<file path="config.mk">
export PLATFORM = sky130hd
export DESIGN_NAME = alu_op_sequencer
export DESIGN_NICKNAME = d
export VERILOG_FILES = /design/src/rtl/alu_seq_pkg.sv /design/src/rtl/alu_op_sequencer_btn_debounce.sv /design/src/rtl/alu_op_sequencer.sv
export SDC_FILE = /design/constraint.sdc
export NUM_CORES = 1
export LEC_CHECK = 0
export CAP_MARGIN = 20
export CORE_MARGIN = 5
export CORE_UTILIZATION = 51
export DETAILED_ROUTE_END_ITERATION = 10
export PLACE_DENSITY = 0.83
export RECOVER_POWER = 25
export SYNTH_ARGS = -nofsm -noshare
export SYNTH_HDL_FRONTEND = slang
export SYNTH_SLANG_ARGS = --single-unit
</file>
<file path="constraint.sdc">
create_clock -name clk -period 2.9 [get_ports clk]
set_clock_uncertainty 0.1 [all_clocks]
set_input_delay 0.435 -clock clk [delete_from_list [all_inputs] [get_ports clk]]
set_output_delay 0.435 -clock clk [all_outputs]
set_load 0.05 [all_outputs]
</file>
<file path="src/rtl/alu_seq_pkg.sv">
// alu_seq_pkg: FSM states, display view select and opcode width for alu_op_sequencer
package alu_seq_pkg;
  localparam int OP_W = 4;
  typedef enum logic [2:0] {LOAD_A, LOAD_B, LOAD_OP, EXEC, SHOW} state_e;
  typedef enum logic [1:0] {V_F, V_A, V_B} view_e;
  function automatic view_e view_next(input view_e v);
    return v == V_F ? V_A : v == V_A ? V_B : V_F;
  endfunction
endpackage

</file>
<file path="src/rtl/alu_op_sequencer_btn_debounce.sv">
// btn_debounce: 2-flop sync, stable-level debounce, one-clk pulse on accepted press
//   clk, rst_n (async active-low), btn_i raw button, pulse_o one-clk press pulse
module btn_debounce #(
  parameter int DEBOUNCE_CYCLES = 20000
) (
  input  logic clk,
  input  logic rst_n,
  input  logic btn_i,
  output logic pulse_o
);
  localparam int CW = $clog2(DEBOUNCE_CYCLES + 1);
  logic [1:0] sync_q;
  logic level_q, pulse_q, accept;
  logic [CW-1:0] cnt_q;
  // the synced level must differ from the accepted level for DEBOUNCE_CYCLES consecutive clocks
  assign accept = (sync_q[1] != level_q) && (cnt_q == CW'(DEBOUNCE_CYCLES - 1));
  assign pulse_o = pulse_q;
  always_ff @(posedge clk or negedge rst_n) begin
    if (!rst_n) begin
      sync_q  <= '0;
      cnt_q   <= '0;
      level_q <= 1'b0;
      pulse_q <= 1'b0;
    end else begin
      sync_q  <= {sync_q[0], btn_i};
      cnt_q   <= (sync_q[1] == level_q || accept) ? '0 : cnt_q + 1'b1;
      level_q <= accept ? sync_q[1] : level_q;
      pulse_q <= accept & sync_q[1];
    end
  end
endmodule

</file>
<file path="src/rtl/alu_op_sequencer.sv">
// alu_op_sequencer: button-driven operand/opcode entry for an external ALU, result capture and display
//   clk, rst_n (async active-low); sw switches (opcode in sw[3:0]); btn_step/btn_clr/btn_view raw buttons
//   alu_a/alu_b/alu_op registered ALU inputs; alu_f/alu_zf/alu_of ALU result and flags
//   disp_data/led registered display images; stage one-hot {OP,B,A}; busy high in EXEC
//   ALU_SEQ_FLAGS_EN: keep ZF/OF and show them on led[31:30] in SHOW
module alu_op_sequencer
  import alu_seq_pkg::*;
#(
  parameter int DEBOUNCE_CYCLES = 20000,
  parameter int EXEC_LAT = 1
) (
  input  logic            clk,
  input  logic            rst_n,
  input  logic [31:0]     sw,
  input  logic            btn_step,
  input  logic            btn_clr,
  input  logic            btn_view,
  output logic [31:0]     alu_a,
  output logic [31:0]     alu_b,
  output logic [OP_W-1:0] alu_op,
  input  logic [31:0]     alu_f,
  input  logic            alu_zf,
  input  logic            alu_of,
  output logic [31:0]     disp_data,
  output logic [31:0]     led,
  output logic [2:0]      stage,
  output logic            busy
);
  state_e state_q, state_d;
  view_e view_q, view_d;
  logic [31:0] a_q, a_d, b_q, b_d, f_q, f_d, disp_q, disp_d, led_q, led_d;
  logic [OP_W-1:0] op_q, op_d;
  logic [3:0] cnt_q, cnt_d;
  logic step_p, clr_p, view_p, last;
  btn_debounce #(.DEBOUNCE_CYCLES(DEBOUNCE_CYCLES)) u_step (.clk(clk), .rst_n(rst_n), .btn_i(btn_step), .pulse_o(step_p));
  btn_debounce #(.DEBOUNCE_CYCLES(DEBOUNCE_CYCLES)) u_clr  (.clk(clk), .rst_n(rst_n), .btn_i(btn_clr),  .pulse_o(clr_p));
  btn_debounce #(.DEBOUNCE_CYCLES(DEBOUNCE_CYCLES)) u_view (.clk(clk), .rst_n(rst_n), .btn_i(btn_view), .pulse_o(view_p));
`ifdef ALU_SEQ_FLAGS_EN
  logic zf_q, zf_d, of_q, of_d;
`else
  logic unused_flags;
  assign unused_flags = alu_zf ^ alu_of;
`endif
  assign last = cnt_q == 4'(EXEC_LAT - 1);
  always_comb begin
    state_d = state_q;
    view_d  = view_q;
    a_d     = a_q;
    b_d     = b_q;
    op_d    = op_q;
    f_d     = f_q;
    cnt_d   = cnt_q;
`ifdef ALU_SEQ_FLAGS_EN
    zf_d    = zf_q;
    of_d    = of_q;
`endif
    if (clr_p) begin
      state_d = LOAD_A;
      a_d     = '0;
      b_d     = '0;
      op_d    = '0;
    end else begin
      case (state_q)
        LOAD_A:  if (step_p) begin a_d = sw; state_d = LOAD_B; end
        LOAD_B:  if (step_p) begin b_d = sw; state_d = LOAD_OP; end
        LOAD_OP: if (step_p) begin op_d = sw[OP_W-1:0]; cnt_d = '0; state_d = EXEC; end
        EXEC: begin
          cnt_d = cnt_q + 1'b1;
          if (last) begin
            f_d     = alu_f;
`ifdef ALU_SEQ_FLAGS_EN
            zf_d    = alu_zf;
            of_d    = alu_of;
`endif
            view_d  = V_F;
            state_d = SHOW;
          end
        end
        SHOW:    if (step_p) state_d = LOAD_A; else if (view_p) view_d = view_next(view_q);
        default: state_d = LOAD_A;
      endcase
    end
    // display follows the next state so SHOW shows the result from its first cycle
    disp_d = (state_d == LOAD_A || state_d == LOAD_B) ? sw :
             state_d == LOAD_OP ? {28'b0, sw[3:0]} :
             state_d == EXEC ? disp_q :
             view_d == V_A ? a_d : view_d == V_B ? b_d : f_d;
`ifdef ALU_SEQ_FLAGS_EN
    led_d = state_d == SHOW ? {zf_d, of_d, disp_d[29:0]} : disp_d;
`else
    led_d = disp_d;
`endif
  end
  always_ff @(posedge clk or negedge rst_n) begin
    if (!rst_n) begin
      state_q <= LOAD_A;
      view_q  <= V_F;
      a_q     <= '0;
      b_q     <= '0;
      op_q    <= '0;
      f_q     <= '0;
      cnt_q   <= '0;
      disp_q  <= '0;
      led_q   <= '0;
`ifdef ALU_SEQ_FLAGS_EN
      zf_q    <= 1'b0;
      of_q    <= 1'b0;
`endif
    end else begin
      state_q <= state_d;
      view_q  <= view_d;
      a_q     <= a_d;
      b_q     <= b_d;
      op_q    <= op_d;
      f_q     <= f_d;
      cnt_q   <= cnt_d;
      disp_q  <= disp_d;
      led_q   <= led_d;
`ifdef ALU_SEQ_FLAGS_EN
      zf_q    <= zf_d;
      of_q    <= of_d;
`endif
    end
  end
  assign alu_a     = a_q;
  assign alu_b     = b_q;
  assign alu_op    = op_q;
  assign disp_data = disp_q;
  assign led       = led_q;
  assign busy      = state_q == EXEC;
  assign stage     = state_q == LOAD_A ? 3'b001 : state_q == LOAD_B ? 3'b010 : state_q == LOAD_OP ? 3'b100 : 3'b000;
endmodule

</file>
Word level (Yosys, flattened, before mapping)
Index checks and enable logic that the tools add are counted.
{"block": "op_classes", "addsub": 4, "multipliers": 0, "div": 0, "magnitude_cmp": 0, "n_eq_ne": 21, "shifts": 0, "muxes": 39, "bitwise": 4, "n_reduce_logical": 16}
{"operator": "$mux 32", "count": 14}
{"operator": "$add 15x1->15 const B", "count": 3}
{"operator": "$eq 15x15->1 const B", "count": 3}
{"operator": "$mux 15", "count": 3}
{"operator": "$mux 3", "count": 9}
{"operator": "$mux 4", "count": 4}
{"operator": "$pmux 3 s5", "count": 1}
{"operator": "$eq 3x2->1 const B", "count": 4}
{"operator": "$mux 2", "count": 6}
{"operator": "$pmux 4 s2", "count": 1}
{"operator": "$eq 3x1->1 const B", "count": 2}
{"operator": "$logic_not 3->1", "count": 2}
{"operator": "$reduce_bool 2->1", "count": 3}
{"operator": "$add 4x1->4 const B", "count": 1}
{"operator": "$eq 2x1->1 const B", "count": 2}
{"operator": "$logic_not 4->1", "count": 1}
{"operator": "$logic_or 1x1->1", "count": 4}
{"operator": "$pmux 2 s2", "count": 1}
{"operator": "$and 1x1->1", "count": 3}
{"operator": "$eq 1x1->1", "count": 3}
{"operator": "$eq 3x3->1 const B", "count": 1}
{"operator": "$logic_and 1x1->1", "count": 3}
{"operator": "$ne 1x1->1", "count": 3}
{"operator": "$ne 3x3->1 const B", "count": 1}
{"operator": "6 further kinds", "count": 6}
{"block": "word_totals", "register_bits": 198, "latchBits": 0, "ram_bits": 0, "rom_bits": 0, "inputBits": 71, "output_inout_bits": 136, "elab_cells": 104, "memories": 0}

Depth between registers and ports, before layout
{"block": "depth", "word_depth": 13, "mapped_depth": 9, "mapped_depth_nobuf": 7}

Modules after synthesis
From an unflattened synthesis, not the netlist that was laid out.
{"block": "hier_totals", "hier_cells": 958, "area_unflattened_um2": 9890.7}
{"mod": "alu_op_sequencer", "instances": 1, "cells_each": 718, "area_each_um2": 7323.3, "seq_area_each_um2": 3528.4}
{"mod": "btn_debounce", "instances": 3, "cells_each": 80, "area_each_um2": 855.8, "seq_area_each_um2": 475.5}

Worst setup path before layout
Ideal clock, no wire load.
{"block": "synth_path", "path_kind": "register -> output", "startpoint": "register state_q[0]", "endpoint": "output port stage[1]", "arrival_ns": 1.842, "required_time_ns": 2.365, "setup_slack_ns": 0.523, "stages_incl_launch_ff": 4, "path_buffers": 2, "path_cell_list": "dfrtp_1 > buf_6 > buf_2 > nor3b_1"}
{"block": "synth_between", "elab_chain_len": 3, "word_cells_on_any_way": 4, "classes_between": "1 x eq/ne; 2 x mux; 1 x reduce/logical"}
{"item": "from (decl)", "line_no": "alu_op_sequencer.sv:29", "text": "state_e state_q, state_d;"}
{"item": "from (signal assigned)", "line_no": "alu_op_sequencer.sv:110", "text": "state_q <= state_d;"}
{"item": "$eq 3x1->1", "line_no": "alu_op_sequencer.sv:131", "text": "assign stage = state_q == LOAD_A ? 3'b001 : state_q == LOAD_B ? 3'b010 : state_q == LOAD_OP ? 3'b100 : 3'b000;"}
{"item": "$mux 3", "line_no": "alu_op_sequencer.sv:131"}
{"item": "$mux 3 *", "line_no": "alu_op_sequencer.sv:131"}
{"item": "to (decl)", "line_no": "alu_op_sequencer.sv:26", "text": "output logic [2:0] stage,"}
Every way passes the cells marked *; elsewhere a longest branch is shown, timed or not.

Worst setup path in the final report
{"block": "layout_path", "startpoint": "register state_q[1]", "endpoint": "output port busy"}
{"block": "layout_between", "elab_chain_len": 1}
{"item": "$eq 3x2->1", "line_no": "alu_op_sequencer.sv:130", "text": "assign busy = state_q == EXEC;"}
{"item": "to (decl)", "line_no": "alu_op_sequencer.sv:27", "text": "output logic busy"}
No other way between the ends.

==> flow_metrics.env <==
export IMPL_period_needed_ns=2.76
export IMPL_syn2layout_area_growth_pct=28.4
export IMPL_cp_start_kind="register"
export IMPL_grt_pass1_wl_mm=39.7
export IMPL_cp_end_kind="output port"
export IMPL_p_sw_share_pct=25.6
export IMPL_drv_slew=66
export IMPL_worstPathRequired_ns=2.37
export IMPL_hold_path_class="register to register"
export IMPL_finalCritPeriodShare_pct=95.1
export IMPL_dieWidth_microns=147
export IMPL_setup_tns_ns=0
export IMPL_cts_tree="done"
export IMPL_yosysUniqueCellTypes=47
export IMPL_post_cts_buffers=0
export IMPL_syn_cell_area_sq_mm=0.00951
export IMPL_antenna_found_initial=0
export IMPL_synthTopCellsByArea="dfrtp_1, mux2i_1, nand2_1"
export IMPL_htreeDepth=4
export IMPL_ys_warnings_count=0
export IMPL_place_hpwl_mm=16.9
export IMPL_tightest_slew_ns=1.67
export IMPL_status="finished with violations"
export IMPL_hold_viol=0
export IMPL_dr_total_vias=7317
export IMPL_cts_buffers=17
export IMPL_grt_setup_unrepaired="false"
export IMPL_fmax_mhz=363
export IMPL_clk_pin_slew_ns=0.07
export IMPL_failed_checks="max-capacitance violations, max-slew violations"
export IMPL_grt_usage_pct=22.9
export IMPL_ys_ff_latch=198
export IMPL_yosysSeqAreaShare_pct=52.1
export IMPL_async_flop_share_pct=100
export IMPL_antenna_left=0
export IMPL_drt_vias_per_instance=5.69
export IMPL_ir_worst_vdd_mv=0.429
export IMPL_ctsHoldBuffers=1
export IMPL_power_density_mw_per_mm2=482
export IMPL_syn_area_per_cell_sq_um=10.9
export IMPL_routed_wirelength_mm=24.6
export IMPL_placed_cells=1252
export IMPL_combPwrFrac_pct=9.4
export IMPL_yosys_area_top_type="dfrtp_1"
export IMPL_critPathMaxFanout=15
export IMPL_synth_nets=951
export IMPL_min_path_cells=0
export IMPL_cts_root_buf="clkbuf_16"
export IMPL_drive_gt1_share_pct=12.4
export IMPL_clockBufferDepth=2
export IMPL_total_leakage_power_nw=5.07
export IMPL_synth_edf_count=0
export IMPL_cts_resized=0
export IMPL_overflow=0
export IMPL_intPower_mw=4.38
export IMPL_reg2reg_depth=5
export IMPL_dr_pass1_iters=5
export IMPL_arrival_ns=2.22
export IMPL_layout_nets=1114
export IMPL_synth_top_area_share_pct=52.1
export IMPL_pwr_share_seq_pct=48.5
export IMPL_clkPwrFrac_pct=42.0
export IMPL_start_util_pct=51.4
export IMPL_die_h_microns=147
export IMPL_grt_max_degree=67
export IMPL_grt_pass1_vias=7402
export IMPL_routedWlPerCell_microns=19.1
export IMPL_switching_power_mw=1.51
export IMPL_clk_latency_ns=0.43
export IMPL_synth_most_common_cell="dfrtp_1"
export IMPL_slew_headroom_pct=-11.5
export IMPL_fin_cells=1285
export IMPL_drc=0
export IMPL_max_cap_viol_count=1
export IMPL_critical_path_class="register to output port"
export IMPL_drt_iter0_markers=479
export IMPL_num_rows=50
export IMPL_synth_ff_type="dfrtp_1"
export IMPL_setup_viol=0
export IMPL_n_antenna_cell=0
export IMPL_core_area_sq_mm=0.0185
export IMPL_port_buffers=204
export IMPL_synth_cells=875
export IMPL_io_pin_count=207
export IMPL_gp_congestion=0.825
export IMPL_synthTopCellsByCount="dfrtp_1, nand2_1, mux2i_1"
export IMPL_dieArea_sq_mm=0.0215
export IMPL_cts_sinks=198
export IMPL_postLayoutCoreUtil_pct=66.0
## area by class of cell
type	count	area (sq um)
repair buffers	230	2300
clock inverters	14	183
well taps	234	293
multi-input cells	582	4010
fillers	1428	6300
inverters	9	33.8
flip-flops and latches	198	4960
clock buffers	18	439
## worst max-delay path, stage by stage (launching register included)
cell and delay [ns]:
dfrtp_1 0.68, and3b_1 0.27, clkdlybuf4s50_1 0.84
## logic make-up (layout without fill, tap and decap cells)
| logic type | count (synthesis) | after routing | share of synthesized area [%] |
|---|---|---|---|
| flops | 198 | 198 | 52.1 |
| fa+ha+maj | 5 | 5 | 0.658 |
| buf+inv | 95 | 271 | 6.12 |
| xor+xnor | 44 | 44 | 4.05 |
| mux | 104 | 104 | 11.4 |
| compound gates | 140 | 140 | 11.4 |
| simple gates | 289 | 289 | 14.2 |
## state kept, by name, indices dropped and copies added (netlist names), 3 cells and up
| name | flops |
|---|---|
| alu_a | 32 |
| alu_b | 32 |
| alu_op | 4 |
| cnt_q | 4 |
| f_q | 32 |
| led | 32 |
| state_q | 3 |
| u_clr.cnt_q | 15 |
| u_step.cnt_q | 15 |
| u_view.cnt_q | 15 |
## power groups by stage
stage | Sequential (mW) | Clock, mW | Combinational, mW
2_1_floorplan | 2.98 | 0 | 0.226
3_3_place_gp | 2.91 | 0 | 0.553
3_5_place_dp | 2.91 | 0 | 0.561
4_1_cts | 2.86 | 2.51 | 0.565
5_1_grt | 2.87 | 2.63 | 0.592
6_report | 2.86 | 2.48 | 0.554
## cell usage in the layout (no fill, tap or decap), drive strengths merged, types with 2 or more instances in the layout
cell and count:
dlygate4sd3 4, clkdlybuf4s50 199, o21ai 3, nand2 147, dfrtp 198, nor4 3, mux2i 69, nor2 60
buf 26, nand4 16, nand2b 10, o221ai 32, clkinv 2, mux2 35, bufinv 2, nor3b 5
nor3 14, and3b 2, xnor2 16, inv 17, xor2 28, clkinvlp 2, a22oi 30, ha 5
nor4b 3, and3 6, clkbuf 19, a21oi 67, a2bb2oi 5, nand3 14, and2 2, or4b 2
## through the flow
step                setup slack, ns  hold WS, ns  power [mW]  area [sq um]
finish                        0.141        0.255        5.89         12200
detailed placement            0.461        0.236        3.47         11600
floorplan                     0.523       0.0394        3.21          9510
global placement              0.505        0.234        3.46         11600
CTS                           0.132        0.252        5.94         12200
global route                 0.0698        0.256        6.09         12200
## layer usage
metal / vias up / GRT usage, % / part of all wire [%]
li1: 3355 / - / -
met1: 3667 / 29.1 / 42
met2: 255 / 39.9 / 51
met3: 40 / 4.28 / 5.5
met4: 0 / 7.15 / 2.1
met5: - / 0 / 0
## path summary, 6_finish.rpt
path	start	to	slack (ns)
max in group asynchronous	rst_n	alu_b[28]$_DFF_PN0_	0.48
worst max register to register	state_q[1]$_DFF_PN0_	led[25]$_DFFE_PN0P_	0.44
worst min register to register	u_step.sync_q[0]$_DFF_PN0_	u_step.sync_q[1]$_DFF_PN0_	0.25
worst min-delay path	u_step.sync_q[0]$_DFF_PN0_	u_step.sync_q[1]$_DFF_PN0_	0.25
worst max-delay path	state_q[1]$_DFF_PN0_	busy	0.14
min in group asynchronous	rst_n	alu_b[5]$_DFF_PN0_	0.89
Power figures use the tool's default switching activity.
